[src/rtl/ntt_fifo_ctrl_pkg.sv]
// ---------------------------------------------------------------------------
// ntt_fifo_ctrl_pkg
// Shared definitions for the NTT FIFO controller slice:
//   - operation mode encodings (identical to the values the reordering FIFO
//     decodes, so the latched mode can be forwarded untouched)
//   - controller FSM state encodings
//   - default geometry of one polynomial pass through the datapath
//   - small mode classification helpers
// ---------------------------------------------------------------------------
package ntt_fifo_ctrl_pkg;

  // Width of the mode field shared by the controller and the FIFO.
  localparam int MODE_W = 3;

  // Default polynomial geometry: 256 coefficients packed 4 per 96-bit word.
  localparam int NUM_WORDS_DEF  = 64;
  localparam int NUM_PASSES_DEF = 4;
  localparam int PIPE_LAT_DEF   = 11;
  localparam int ADDR_W_DEF     = $clog2(NUM_WORDS_DEF);

  // Operation modes as seen by the butterfly datapath and the FIFO.
  typedef enum logic [MODE_W-1:0] {
    FORWARD_NTT_MODE = 3'd0,
    INVERSE_NTT_MODE = 3'd1,
    MULT_MODE        = 3'd2,
    ADD_MODE         = 3'd3,
    SUB_MODE         = 3'd4
  } mode_e;

  // Controller FSM states. Kept as plain constants so the encoding stays
  // stable for older tooling and for anyone probing the state register.
  localparam logic [2:0] ST_IDLE   = 3'd0;
  localparam logic [2:0] ST_CLR    = 3'd1;
  localparam logic [2:0] ST_STREAM = 3'd2;
  localparam logic [2:0] ST_DRAIN  = 3'd3;
  localparam logic [2:0] ST_FIN    = 3'd4;

  // Forward and inverse NTT are the only multi-pass operations and the only
  // ones that need the FIFO reordering network to advance.
  function automatic logic is_ntt_mode(input logic [MODE_W-1:0] m);
    return (m == FORWARD_NTT_MODE) || (m == INVERSE_NTT_MODE);
  endfunction

  // Encodings above SUB_MODE are reserved; such a request completes at once
  // without touching the RAM.
  function automatic logic is_known_mode(input logic [MODE_W-1:0] m);
    return (m <= SUB_MODE);
  endfunction

endpackage

[src/rtl/ntt_fifo_ctrl_if.sv]
// ---------------------------------------------------------------------------
// ntt_fifo_ctrl_if
// Bundles the request handshake from the top-level Dilithium controller and
// the strobes/addresses driven into the polynomial RAM and reordering FIFO.
//   master : requester side  (drives start, mode, hold)
//   slave  : ntt_fifo_ctrl   (drives busy, done, RAM and FIFO controls)
// Signals:
//   start     single-cycle operation request
//   mode      requested operation (mode_e encoding)
//   hold      datapath stall
//   busy      operation in progress
//   done      one-cycle completion pulse
//   rd_en     RAM read strobe,  rd_addr RAM read word address
//   wr_en     RAM write strobe, wr_addr RAM write word address
//   bank_sel  read bank select (write bank is the complement)
//   fifo_en   FIFO advance enable
//   fifo_rst  FIFO phase-counter reset
//   fifo_mode latched operation mode forwarded to the FIFO
// ---------------------------------------------------------------------------
interface ntt_fifo_ctrl_if
  import ntt_fifo_ctrl_pkg::*;
#(
  parameter int ADDR_W = ADDR_W_DEF
);

  logic              start;
  logic [MODE_W-1:0] mode;
  logic              hold;
  logic              busy;
  logic              done;
  logic              rd_en;
  logic [ADDR_W-1:0] rd_addr;
  logic              wr_en;
  logic [ADDR_W-1:0] wr_addr;
  logic              bank_sel;
  logic              fifo_en;
  logic              fifo_rst;
  logic [MODE_W-1:0] fifo_mode;

  modport master (
    output start, mode, hold,
    input  busy, done, rd_en, rd_addr, wr_en, wr_addr,
           bank_sel, fifo_en, fifo_rst, fifo_mode
  );

  modport slave (
    input  start, mode, hold,
    output busy, done, rd_en, rd_addr, wr_en, wr_addr,
           bank_sel, fifo_en, fifo_rst, fifo_mode
  );

endinterface

[src/rtl/ntt_fifo_ctrl_valid_pipe.sv]
// ---------------------------------------------------------------------------
// ntt_valid_pipe
// Valid-bit shift register that tracks transactions travelling through a
// fixed-latency datapath. A bit entered at valid_i appears at valid_o exactly
// DEPTH advancing cycles later. While hold_i is high the whole register is
// frozen, mirroring a stalled datapath.
// Ports:
//   clk       clock, rising edge
//   rst       synchronous active-high reset, clears every stage
//   hold_i    freeze the pipe
//   valid_i   transaction entering the datapath this cycle
//   valid_o   transaction leaving the datapath this cycle (tail stage)
//   pending_o some transaction is still in flight behind the tail stage
// ---------------------------------------------------------------------------
module ntt_valid_pipe #(
  parameter int DEPTH = 11
) (
  input  logic clk,
  input  logic rst,
  input  logic hold_i,
  input  logic valid_i,
  output logic valid_o,
  output logic pending_o
);

  localparam logic [DEPTH-1:0] TAIL_MASK = DEPTH'(1) << (DEPTH - 1);

  logic [DEPTH-1:0] pipe_q;
  logic [DEPTH-1:0] pipe_d;

  // Advance by one stage on every non-held cycle. Writing the shift as a
  // left shift plus OR keeps the expression legal for a depth of one.
  always_comb begin
    pipe_d = pipe_q;
    if (!hold_i) begin
      pipe_d = (pipe_q << 1) | DEPTH'(valid_i);
    end
  end

  // State register; reset empties the pipe so an aborted operation leaves
  // no phantom writes behind.
  always_ff @(posedge clk) begin
    if (rst) begin
      pipe_q <= '0;
    end else begin
      pipe_q <= pipe_d;
    end
  end

  // The tail stage is the one being retired now; anything else still set is
  // a transaction that has not reached the write port yet.
  assign valid_o   = pipe_q[DEPTH-1];
  assign pending_o = |(pipe_q & ~TAIL_MASK);

endmodule

[src/rtl/ntt_fifo_ctrl.sv]
// ---------------------------------------------------------------------------
// ntt_fifo_ctrl
// Sequences one polynomial operation through the NTT butterfly datapath and
// its 96-bit reordering FIFO. Each pass clears the FIFO phase, streams every
// RAM word into the datapath, then drains the datapath until the last result
// has been written back. NTT/INTT run NUM_PASSES passes, ping-ponging the
// RAM banks between passes; MULT/ADD/SUB run a single pass with the FIFO
// parked. Reserved modes complete immediately.
// Ports:
//   clk   clock, rising edge
//   rst   synchronous active-high reset, aborts any operation without done
//   bus   ntt_fifo_ctrl_if.slave: start/mode/hold in; busy, done, RAM
//         read/write strobes and addresses, bank_sel, FIFO controls out
// ---------------------------------------------------------------------------
module ntt_fifo_ctrl
  import ntt_fifo_ctrl_pkg::*;
#(
  parameter int NUM_WORDS  = NUM_WORDS_DEF,
  parameter int NUM_PASSES = NUM_PASSES_DEF,
  parameter int PIPE_LAT   = PIPE_LAT_DEF,
  parameter int ADDR_W     = $clog2(NUM_WORDS)
) (
  input logic            clk,
  input logic            rst,
  ntt_fifo_ctrl_if.slave bus
);

  localparam int PASS_W = (NUM_PASSES > 1) ? $clog2(NUM_PASSES) : 1;
  localparam logic [ADDR_W-1:0] LAST_ADDR = ADDR_W'(NUM_WORDS - 1);
  localparam logic [PASS_W-1:0] LAST_PASS = PASS_W'(NUM_PASSES - 1);

  logic [2:0]        state_q;
  logic [2:0]        state_d;
  logic [MODE_W-1:0] mode_q;
  logic [MODE_W-1:0] mode_d;
  logic [PASS_W-1:0] pass_q;
  logic [PASS_W-1:0] pass_d;
  logic              bank_q;
  logic              bank_d;
  logic [ADDR_W-1:0] rd_cnt_q;
  logic [ADDR_W-1:0] rd_cnt_d;
  logic [ADDR_W-1:0] wr_cnt_q;
  logic [ADDR_W-1:0] wr_cnt_d;

  logic rd_en;
  logic wr_en;
  logic pipe_valid;
  logic pipe_pending;
  logic ntt_op;
  logic last_rd;
  logic last_wr;
  logic more_passes;
  logic in_datapath;

  // Track reads through the butterfly + FIFO latency so each write fires
  // exactly PIPE_LAT advancing cycles after its read.
  ntt_valid_pipe #(
    .DEPTH (PIPE_LAT)
  ) u_valid_pipe (
    .clk       (clk),
    .rst       (rst),
    .hold_i    (bus.hold),
    .valid_i   (rd_en),
    .valid_o   (pipe_valid),
    .pending_o (pipe_pending)
  );

  // Strobe and condition decode. Hold gates every strobe so a stalled cycle
  // neither touches the RAM nor advances the FIFO. A pass is finished when
  // the final word is being written and nothing else is in flight.
  always_comb begin
    ntt_op      = is_ntt_mode(mode_q);
    in_datapath = (state_q == ST_STREAM) || (state_q == ST_DRAIN);
    rd_en       = (state_q == ST_STREAM) && !bus.hold;
    wr_en       = pipe_valid && !bus.hold;
    last_rd     = rd_en && (rd_cnt_q == LAST_ADDR);
    last_wr     = wr_en && (wr_cnt_q == LAST_ADDR) && !pipe_pending;
    more_passes = ntt_op && (pass_q != LAST_PASS);
  end

  // Next-state logic. Address counters step on their own strobes and are
  // rewound in CLR so every pass walks the full word range from zero. CLR
  // always lasts one cycle, even under hold, because the FIFO reset must not
  // be stretched. FIN waits out a hold so done is never lost.
  always_comb begin
    state_d  = state_q;
    mode_d   = mode_q;
    pass_d   = pass_q;
    bank_d   = bank_q;
    rd_cnt_d = rd_en ? (rd_cnt_q + ADDR_W'(1)) : rd_cnt_q;
    wr_cnt_d = wr_en ? (wr_cnt_q + ADDR_W'(1)) : wr_cnt_q;

    case (state_q)
      ST_IDLE: begin
        if (bus.start) begin
          mode_d  = bus.mode;
          pass_d  = '0;
          bank_d  = 1'b0;
          state_d = is_known_mode(bus.mode) ? ST_CLR : ST_FIN;
        end
      end

      ST_CLR: begin
        rd_cnt_d = '0;
        wr_cnt_d = '0;
        state_d  = ST_STREAM;
      end

      ST_STREAM: begin
        if (last_rd) begin
          state_d = ST_DRAIN;
        end
      end

      ST_DRAIN: begin
        if (last_wr) begin
          if (more_passes) begin
            pass_d  = pass_q + PASS_W'(1);
            bank_d  = ~bank_q;
            state_d = ST_CLR;
          end else begin
            state_d = ST_FIN;
          end
        end
      end

      ST_FIN: begin
        if (!bus.hold) begin
          state_d = ST_IDLE;
        end
      end

      default: begin
        state_d = ST_IDLE;
      end
    endcase
  end

  // Controller registers. Reset wins over a coincident start and leaves every
  // output at zero with the FSM parked in IDLE.
  always_ff @(posedge clk) begin
    if (rst) begin
      state_q  <= ST_IDLE;
      mode_q   <= '0;
      pass_q   <= '0;
      bank_q   <= 1'b0;
      rd_cnt_q <= '0;
      wr_cnt_q <= '0;
    end else begin
      state_q  <= state_d;
      mode_q   <= mode_d;
      pass_q   <= pass_d;
      bank_q   <= bank_d;
      rd_cnt_q <= rd_cnt_d;
      wr_cnt_q <= wr_cnt_d;
    end
  end

  // Output drive. The FIFO only advances for NTT/INTT; element-wise modes
  // bypass its reordering, so its phase is left untouched.
  assign bus.busy      = (state_q != ST_IDLE);
  assign bus.done      = (state_q == ST_FIN) && !bus.hold;
  assign bus.rd_en     = rd_en;
  assign bus.rd_addr   = rd_cnt_q;
  assign bus.wr_en     = wr_en;
  assign bus.wr_addr   = wr_cnt_q;
  assign bus.bank_sel  = bank_q;
  assign bus.fifo_en   = in_datapath && ntt_op && !bus.hold;
  assign bus.fifo_rst  = (state_q == ST_CLR);
  assign bus.fifo_mode = mode_q;

endmodule

[src/flat_wrapper.sv]
// flat-port wrapper written by rule: the top's interface ports become plain ports
module ntt_fifo_ctrl_flat import ntt_fifo_ctrl_pkg::*;
#(
  parameter int NUM_WORDS  = NUM_WORDS_DEF,
  parameter int NUM_PASSES = NUM_PASSES_DEF,
  parameter int PIPE_LAT   = PIPE_LAT_DEF,
  parameter int ADDR_W     = $clog2(NUM_WORDS)
)
  (clk, rst, bus_start, bus_mode, bus_hold, bus_busy, bus_done, bus_rd_en, bus_rd_addr, bus_wr_en, bus_wr_addr, bus_bank_sel, bus_fifo_en, bus_fifo_rst, bus_fifo_mode);
  ntt_fifo_ctrl_if #(.ADDR_W(ADDR_W)) bus_i ();
  input logic clk;
  input logic rst;
  input wire logic [$bits(bus_i.start)-1:0] bus_start;
  input wire logic [$bits(bus_i.mode)-1:0] bus_mode;
  input wire logic [$bits(bus_i.hold)-1:0] bus_hold;
  output wire logic [$bits(bus_i.busy)-1:0] bus_busy;
  output wire logic [$bits(bus_i.done)-1:0] bus_done;
  output wire logic [$bits(bus_i.rd_en)-1:0] bus_rd_en;
  output wire logic [$bits(bus_i.rd_addr)-1:0] bus_rd_addr;
  output wire logic [$bits(bus_i.wr_en)-1:0] bus_wr_en;
  output wire logic [$bits(bus_i.wr_addr)-1:0] bus_wr_addr;
  output wire logic [$bits(bus_i.bank_sel)-1:0] bus_bank_sel;
  output wire logic [$bits(bus_i.fifo_en)-1:0] bus_fifo_en;
  output wire logic [$bits(bus_i.fifo_rst)-1:0] bus_fifo_rst;
  output wire logic [$bits(bus_i.fifo_mode)-1:0] bus_fifo_mode;
  assign bus_i.start = bus_start;
  assign bus_i.mode = bus_mode;
  assign bus_i.hold = bus_hold;
  assign bus_busy = bus_i.busy;
  assign bus_done = bus_i.done;
  assign bus_rd_en = bus_i.rd_en;
  assign bus_rd_addr = bus_i.rd_addr;
  assign bus_wr_en = bus_i.wr_en;
  assign bus_wr_addr = bus_i.wr_addr;
  assign bus_bank_sel = bus_i.bank_sel;
  assign bus_fifo_en = bus_i.fifo_en;
  assign bus_fifo_rst = bus_i.fifo_rst;
  assign bus_fifo_mode = bus_i.fifo_mode;
  ntt_fifo_ctrl #(.NUM_WORDS(NUM_WORDS), .NUM_PASSES(NUM_PASSES), .PIPE_LAT(PIPE_LAT), .ADDR_W(ADDR_W)) u_core (.clk(clk), .rst(rst), .bus(bus_i));
endmodule
[config.mk]
export PLATFORM = sky130hd
export DESIGN_NAME = ntt_fifo_ctrl_flat
export DESIGN_NICKNAME = d
export VERILOG_FILES = /design/src/rtl/ntt_fifo_ctrl_pkg.sv /design/src/rtl/ntt_fifo_ctrl_if.sv /design/src/rtl/ntt_fifo_ctrl_valid_pipe.sv /design/src/rtl/ntt_fifo_ctrl.sv /design/src/flat_wrapper.sv
export SDC_FILE = /design/constraint.sdc
export NUM_CORES = 1
export LEC_CHECK = 0
export CORE_ASPECT_RATIO = 0.75
export CORE_MARGIN = 4
export CORE_UTILIZATION = 45
export DETAILED_ROUTE_END_ITERATION = 8
export PLACE_DENSITY_LB_ADDON = 0.3
export SLEW_MARGIN = 20
export SYNTH_ARGS = -nofsm -noshare
export SYNTH_HDL_FRONTEND = slang
export SYNTH_SLANG_ARGS = --single-unit
[constraint.sdc]
create_clock -name clk -period 1.95 [get_ports clk]
set_clock_uncertainty 0.2 [all_clocks]
set_input_delay 0.39 -clock clk [delete_from_list [all_inputs] [get_ports clk]]
set_output_delay 0.39 -clock clk [all_outputs]
set_load 0.03 [all_outputs]
# After elaboration in Yosys (flattened, before gate mapping)

Cells that the tools add are included.

Add/sub/neg operators: 3
Magnitude comparators: 1
Eq/ne operators: 13
Muxes and demuxes: 15
Bitwise gates (word level): 2
Reductions and logical operators: 22

Operators with widths:

| cell                  | number |
|---|---|
| $mux W3               | 6 |
| $pmux W3 S5           | 1 |
| $add A6 B1 Y6 const B | 2 |
| $eq A6 B6 Y1 const B  | 2 |
| $or A11 B1 Y11        | 1 |
| $reduce_or A10 Y1     | 1 |
| $logic_and A1 B1 Y1   | 9 |
| $reduce_and A4 Y1     | 2 |
| $eq A3 B1 Y1 const B  | 2 |
| $eq A3 B2 Y1 const B  | 2 |
| $logic_not A3 Y1      | 2 |
| $mux W2               | 3 |
| $ne A2 B1 Y1 const B  | 3 |
| $ne A2 B2 Y1 const B  | 3 |
| $pmux W2 S2           | 1 |
| $eq A3 B3 Y1 const B  | 1 |
| $le A3 B3 Y1 const B  | 1 |
| $mux W1               | 3 |
| $reduce_bool A3 Y1    | 1 |
| $add A2 B1 Y2 const B | 1 |
| $logic_not A1 Y1      | 2 |
| $logic_or A1 B1 Y1    | 2 |
| $pmux W1 S2           | 1 |
| $reduce_and A2 Y1     | 1 |
| other kinds (3)       | 3 |

Register bits after elaboration: 32
Bits of input ports: 7
Output and inout bits: 22
Logic and storage cells: 63

# Longest topological paths before layout

Gate-level depths: netlist of run 1.

Depth after elaboration: 6
Mapped depth: 7
Mapped depth without buffers: 6

# By module

Synthesis of run 1 repeated with hierarchy kept, for this count alone.

Cell total of the unflattened synthesis: 154
Area, all modules: 1481.4 um^2

Modules (own cells, without submodules):

| module         | instances | cells an instance | area each (um^2) | seq. area each (um^2) |
|---|---|---|---|---|
| ntt_fifo_ctrl  | 1         | 115               | 1073.5           | 420.4 |
| ntt_valid_pipe | 1         | 39                | 407.9            | 220.2 |

# Least setup slack after synthesis of run 1

Ideal clock, no wire load.

Kind: input to output
Start: input port bus_hold
End: output port bus_done
Data arrival time: 1811 ps
Required time: 1360 ps
Slack: -451 ps
Stages: 3
Path buffers: 2
Path through: buf_6 clkbuf_1 nor4_1

Cells in the longest elaborated chain, start to end: 2

Ends and longest elaborated chain:

| item                | line                 | source |
|---|---|---|
| from (decl)         | flat_wrapper.sv:15   | `input wire logic [$bits(bus_i.hold)-1:0] bus_hold;` |
| $logic_not A1 Y1    | ntt_fifo_ctrl.sv:162 | `assign bus.done = (state_q == ST_FIN) && !bus.hold;` |
| $logic_and A1 B1 Y1 | ntt_fifo_ctrl.sv:162 |  |
| to (decl)           | flat_wrapper.sv:17   | `output wire logic [$bits(bus_i.done)-1:0] bus_done;` |

Every way passes these cells.

# Worst setup path after layout of run 1

Start: register u_core.u_valid_pipe.pipe_q[0]
End: register u_core.bank_q (netlist: u_core.bus.bank_sel)

Cells in the longest elaborated chain, start to end: 5

Ends and longest elaborated chain:

| item                        | line                           | source |
|---|---|---|
| from (decl)                 | ntt_fifo_ctrl_valid_pipe.sv:28 | `logic [DEPTH-1:0] pipe_q;` |
| from (signal assigned)      | ntt_fifo_ctrl_valid_pipe.sv:46 | `pipe_q <= pipe_d;` |
| $reduce_or A10 Y1           | ntt_fifo_ctrl_valid_pipe.sv:53 | `assign pending_o = \|(pipe_q & ~TAIL_MASK);` |
| $logic_not A1 Y1            | ntt_fifo_ctrl.sv:77            | `last_wr = wr_en && (wr_cnt_q == LAST_ADDR) && !pipe_pending;` |
| $logic_and A1 B1 Y1         | ntt_fifo_ctrl.sv:77            |  |
| $ne A2 B1 Y1 (no line)      | -                              |  |
| $reduce_and A4 Y1 (no line) | -                              |  |
| to (signal assigned)        | ntt_fifo_ctrl.sv:153           | `bank_q <= bank_d;` |
| to (decl)                   | ntt_fifo_ctrl.sv:38            | `logic bank_q;` |

Every way passes these cells.
A chain may end at the register's enable or synchronous reset.

==> results.yml, run 1 <==
status:
  status: "finished with violations"
  violations: "negative setup slack"
detailed_routing:
  dr_total_vias: 1333
  post-route-drc-count: 0
  drtPass1Iterations: 4
  drt-total-wl_um: 3480
  via_per_inst: 5.35
  detail-route-antenna-nets: 0
  post_drt_wl_per_cell_um: 14.0
  drt_iter0_markers: 120
floorplanning:
  die_x_um: 73.4
  io_pins: 29
  core_mm2: 0.00300
  placementRows: 17
  start_util_pct: 48.1
  die_area_mm2: 0.00419
  die_h_um: 57.0
power_and_ir_drop:
  leakagePower_nw: 0.992
  power.density_mw_per_mm2: 851
  vdd_drop_max_mv: 0.471
job:
  max_cap_viol_count: 0
placement:
  hpwlAfterDp_um: 2390
  gp_congestion: 0.845
  placed_area_mm2: 0.00188
  pre_cts_slack_ns: -0.398
  port_buffers: 28
yosys:
  yosys.area_share.simple_pct: 24.5
  ys.flop_type: "dfxtp_1"
  yosys-top-cells-count: "32 x dfxtp_1, 29 x nor2_1, 15 x mux2i_1"
  syn_inst: 157
  async_reset_ff_share_pct: 0
  yosysSeqAreaShare_pct: 44.4
  synth_xor_area_share_pct: 4.86
  synthMostInstantiatedCell: "dfxtp_1"
  synth-seq-cells: 32
  synth_cell_types: 34
  mappedNetlistArea_mm2: 0.00144
  synth_top_area_share_pct: 44.4
  syn-num-nets: 167
  synthTopCellsByArea: "dfxtp_1 44%, mux2i_1 10%, nor2_1 7.5%, xor2_1 3.6%, a21oi_1 2.8%"
  synth_top_family_by_area: "simple AND/OR/NAND/NOR gates"
  synth_area_leader_cell: "dfxtp_1"
  synthMuxAreaShare_pct: 10.4
  yosys.area_share.adder_pct: 2.60
  synth_compound_area_share_pct: 9.28
  synth-edff-count: 0
  ys.warnings.count: 0
  synth_area_per_cell_um2: 9.19
global_routing:
  use_met3_pct: 7.22
  grt_pass1_wl_um: 5450
  antenna_found_initial: 0
  grt.overflow.total: 0
  grt.busiest_layer: "met2"
  grtUsageMet2_pct: 26.0
  grt_max_degree: 22
  grt_pass1_vias: 1186
  use_met1_pct: 20.5
  grtUsageTotal_pct: 16.9
sta:
  slew_viol_final: 0
  period_minus_slack_ns: 1.99
  setup_viol: 2
  timing.final.hold_violations: 0
  max_slew_margin_pct: 73.1
  finalSetupTns_ns: -0.0821
  fmax_mhz: 502
  rsz0062_at_grt: "true"
  worst_slew_pin_slew_ns: 0.403
  final.setup.worst_slack_ns: -0.0431
  fin_crit_sh_pct: 102
layout:
  diodes: 0
  fill_cells: 214
  syn2layout_area_growth_pct: 45.4
  layout-drive-gt1-share_pct: 28.4
  layout.nets: 221
  final_area_mm2: 0.00210
clocking:
  h-tree-depth: 2
  insertion_delay_ns: 0.28
  cts_root_buf: "clkbuf_8"
  cts_tree: "done"
  cts.sinks: 32
  cts_buffers: 5
  ctsHoldBuffers: 0
  clkTransAtPathRegs_ns: 0.06
  cts_buffer_depth: 2
setup_path:
  rrSetupSlack_ns: -0.04
  start_kind: "flip-flop"
  reg2reg_depth: 5
  crit_fanout: 5
  arrival_ns: 2.01
  cp-end-kind: "flip-flop"
  worstPathRequired_ns: 1.97
  crit_type: "reg2reg"
min_path:
  hold_class: "reg2reg"
  whs_path_depth: 2
sequential cells by signal, summed over array words and instances (netlist names):
register                    cells
u_core.state_q                  3
u_core.bus.wr_addr              6
u_core.bus.fifo_mode            3
u_core.bus.bank_sel             1
u_core.u_valid_pipe.pipe_q     11
u_core.bus.rd_addr              6
u_core.pass_q                   2
logic make-up (layout without fill, tap and decap cells):
kind of cell,count (synthesis),in the layout
compound gates,22,22
xor+xnor,8,8
fa+ha+maj,3,3
buf+inv,11,65
flops,32,32
mux,15,15
simple gates,66,66
worst max-delay path, stage by stage, from the launching register on:
cell,delay (ns)
dfxtp_1,0.31
nor4_1,0.26
nand2_1,0.14
o31a_1,0.39
or4_4,0.51
a21oi_2,0.12
metal layers:
metal	vias to the layer above	routed length, um
met1	633	1490
met2	32	1720
met5	-	0
met3	9	198
li1	659	-
met4	0	67
cells in the final DEF (no fill, tap or decap), types with 2 or more instances in the layout:
cell              n
nor2_1           29
buf_4            25
dfxtp_1          25
mux2i_1          15
nand2_1          10
dlygate4sd2_1     9
clkdlybuf4s50_1   8
dfxtp_2           7
a21oi_1           6
xor2_1            6
nand4_1           6
o21ai_0           6
clkbuf_8          5
dlymetal6s2s_1    5
buf_6             5
nor4_4            3
or3_1             3
and3_1            2
nand3_1           2
nor3_1            2
or4_4             2
a21oi_2           2
o31ai_1           2
xnor2_1           2
ha_1              2
final cells by class:
class	instances	area, um2	share of cell area [%]
clock buffers	6	72.6	3.46
clock inverters	1	5.00	0.239
inverters	3	18.8	0.894
multi-input cells	114	800	38.1
flip-flops and latches	32	649	30.9
well taps	38	47.5	2.27
repair buffers	55	505	24.1
worst paths after layout:
check,start,to
worst min-delay path,u_core.pass_q[1],u_core.pass_q[1]
worst max-delay path,u_core.u_valid_pipe.pipe_q[0],u_core.bus.bank_sel
worst min register to register,u_core.pass_q[1],u_core.pass_q[1]
worst max register to register,u_core.u_valid_pipe.pipe_q[0],u_core.bus.bank_sel
power by group:
part | internal, W | leakage [nW] | switching [W]
logic | 0.000269 | 0.689 | 0.000333
clock network | 0.000242 | 0.0410 | 0.000221
registers | 0.000689 | 0.262 | 0.0000307
total | 0.00120 | 0.992 | 0.000585
repair_timing:
| action | 4_1_cts | 5_1_grt |
|---|---|---|
| endpoints found under the setup margin | 19 | 10 |
| resized for setup | 19 | 21 |
| pin swaps | 3 | 3 |
| buffers inserted | 0 | 9 |
stage by stage:
step                hold slack [ns]  util, %  instances  power, W
floorplan                     0.253        -        157   0.00105
global placement              0.271     62.8        233   0.00123
detailed placement            0.286     62.8        233   0.00123
CTS                           0.291     65.7        240   0.00170
global route                  0.329     70.0        249   0.00187
finish                        0.290     70.0        249   0.00178
Power figures use the tool's default switching activity.
==> run 2: changes to the inputs <==
--- a/config.mk
+++ b/config.mk
@@ -7,7 +7,7 @@
 export LEC_CHECK = 0
 export CORE_ASPECT_RATIO = 0.75
 export CORE_MARGIN = 4
-export CORE_UTILIZATION = 45
+export CORE_UTILIZATION = 50
 export DETAILED_ROUTE_END_ITERATION = 8
 export PLACE_DENSITY_LB_ADDON = 0.3
 export SLEW_MARGIN = 20
==> constraint.sdc (replaced) <==
create_clock -name clk -period 1.97 [get_ports clk]
set_clock_uncertainty 0.2 [all_clocks]
set_input_delay 0.394 -clock clk [delete_from_list [all_inputs] [get_ports clk]]
set_output_delay 0.394 -clock clk [all_outputs]
set_load 0.03 [all_outputs]
==> results.yml, run 2 (synthesis gave the netlist of run 1 again) <==
power_and_ir_drop:
  pwr-share-comb_pct: 28.0
  clock_power_share_pct: 33.2
  seq_power_share_pct: 38.8
  power.density_mw_per_mm2: 903
  vdd_drop_max_mv: 0.651
  switching_power_w: 0.000563
  leakagePower_nw: 0.935
  swShare_pct: 30.8
  intPower_w: 0.00127
detailed_routing:
  post_drt_wl_per_cell_um: 14.4
  drt_iter0_markers: 69
  dr_total_vias: 1306
  drtPass1Iterations: 4
  drt-total-wl_um: 3440
  post-route-drc-count: 0
  detail-route-antenna-nets: 0
  via_per_inst: 5.46
sta:
  finalSetupTns_ns: 0
  timing.final.hold_violations: 0
  period_minus_slack_ns: 1.93
  slew_viol_final: 0
  final.setup.worst_slack_ns: 0.0378
  setup_viol: 0
  fmax_mhz: 518
  rsz0062_at_grt: "true"
  fin_crit_sh_pct: 98.1
  max_slew_margin_pct: 71.9
  worst_slew_pin_slew_ns: 0.421
clocking:
  insertion_delay_ns: 0.29
  h-tree-depth: 2
  ctsHoldBuffers: 0
  cts_buffer_depth: 2
  cts.sinks: 32
  cts_root_buf: "clkbuf_8"
  cts_tree: "done"
  cts_buffers: 5
  clkTransAtPathRegs_ns: 0.06
setup_path:
  arrival_ns: 1.34
  reg2reg_depth: 5
  crit_type: "reg2out"
  worstPathRequired_ns: 1.38
  start_kind: "flip-flop"
  timing.rr.start: "u_core.u_valid_pipe.pipe_q[1]"
  crit_end: "bus_rd_en"
  crit_fanout: 11
  cp-end-kind: "output pin"
  worstSetupStartpoint: "u_core.state_q[0]"
  rrSetupSlack_ns: 0.04
  timing.rr.end: "u_core.pass_q[0]"
floorplanning:
  die_area_mm2: 0.00382
  io_pins: 29
  die_h_um: 54.5
  core_mm2: 0.00268
  placementRows: 16
  die_x_um: 70.0
  start_util_pct: 53.8
global_routing:
  grt_max_degree: 15
  grt.overflow.total: 0
  grt_pass1_wl_um: 5690
  antenna_found_initial: 0
  grtUsageTotal_pct: 20.1
  grt_pass1_vias: 1269
min_path:
  hold_class: "reg2reg"
placement:
  hpwlAfterDp_um: 2620
  pre_cts_slack_ns: -0.411
  dp_cells: 230
  gp_congestion: 0.874
  port_buffers: 28
status:
  status: "finished clean"
job:
  max_cap_viol_count: 0
layout:
  layout.nets: 212
  final_cells: 239
  syn2layout_area_growth_pct: 40.4
  final_common_cell: "nor2_1"
  final_cell_mix: "29 x nor2_1, 28 x dfxtp_1, 18 x buf_4"
  layout-drive-gt1-share_pct: 23.6
  top_register: "u_core.u_valid_pipe.pipe_q"
  fin_util_pct: 75.5
  diodes: 0
  largest_reg_flops: 11
-- run 2: cell count changes in the layout (fill, tap and decap cells not counted), moves of 2 or more --
cell and change:
dfxtp_2 -3, o21ai_0 -2, dfxtp_1 +3, or4_1 +2
buf_4 -7, o21ai_1 +2, or4_4 -2, nor4_2 +2
-- run 2: final cells by class --
type,instances,area [um2]
clock buffers,6,72.6
clock inverters,2,35.0
fillers,210,657
inverters,3,13.8
multi-input cells,114,800
flip-flops and latches,32,646
well taps,36,45.0
repair buffers,46,414
-- run 2: critical path, cell delays in order (launching register included) --
cell	delay (ns)
dfxtp_2	0.32
buf_6	0.14
nor4_4	0.29
buf_4	0.18
buf_6	0.12
-- run 2: how the worst min path moves through the flow --
stage / start / slack (ns) / to / cells after the start
6_report: u_core.bus.fifo_mode[0] / 0.29 / u_core.bus.fifo_mode[0] / 2
2_1_floorplan: u_core.pass_q[1] / 0.25 / u_core.pass_q[1] / 2
3_5_place_dp: u_core.bus.fifo_mode[0] / 0.28 / u_core.bus.fifo_mode[0] / 2
4_1_cts: u_core.bus.fifo_mode[0] / 0.30 / u_core.bus.fifo_mode[0] / 2
3_3_place_gp: u_core.pass_q[1] / 0.27 / u_core.pass_q[1] / 2
5_1_grt: u_core.bus.fifo_mode[0] / 0.33 / u_core.bus.fifo_mode[0] / 2
-- run 2: metal layers --
layer | GRT usage, % | wire (um)
met1 | 20.6 | 1390
met2 | 36.8 | 1810
met3 | 8.26 | 182
met4 | 9.55 | 55
met5 | 0 | 0
-- run 2: metrics by stage --
step           power (W)  instance area, um2  hold slack [ns]
6_report         0.00183                2030            0.290
5_1_grt          0.00192                2030            0.330
4_1_cts          0.00184                1980            0.301
3_5_place_dp     0.00122                1860            0.285
3_3_place_gp     0.00121                1860            0.268
2_1_floorplan    0.00104                1480            0.253
-- run 2: power groups by stage --
stage               sequential (W)  clock [W]  combinational (W)
finish                    0.000709   0.000608           0.000512
CTS                       0.000708   0.000628           0.000500
floorplan                 0.000748          0           0.000293
detailed placement        0.000719          0           0.000505
global placement          0.000716          0           0.000492
global route              0.000713   0.000660           0.000549
-- run 2: repair_timing --
item / in CTS / in global routing
endpoints found under the setup margin: 16 / 9
gates resized for setup: 19 / 16
pin swaps: 2 / 0
setup buffers: 0 / 1
==> run 3: changes to the inputs <==
--- a/config.mk
+++ b/config.mk
@@ -5,6 +5,7 @@
 export SDC_FILE = /design/constraint.sdc
 export NUM_CORES = 1
 export LEC_CHECK = 0
+export CAP_MARGIN = 20
 export CORE_ASPECT_RATIO = 0.75
 export CORE_MARGIN = 4
 export CORE_UTILIZATION = 50
==> results of run 3 <==
Final layout, timing and power as in run 2 (identical DEF).
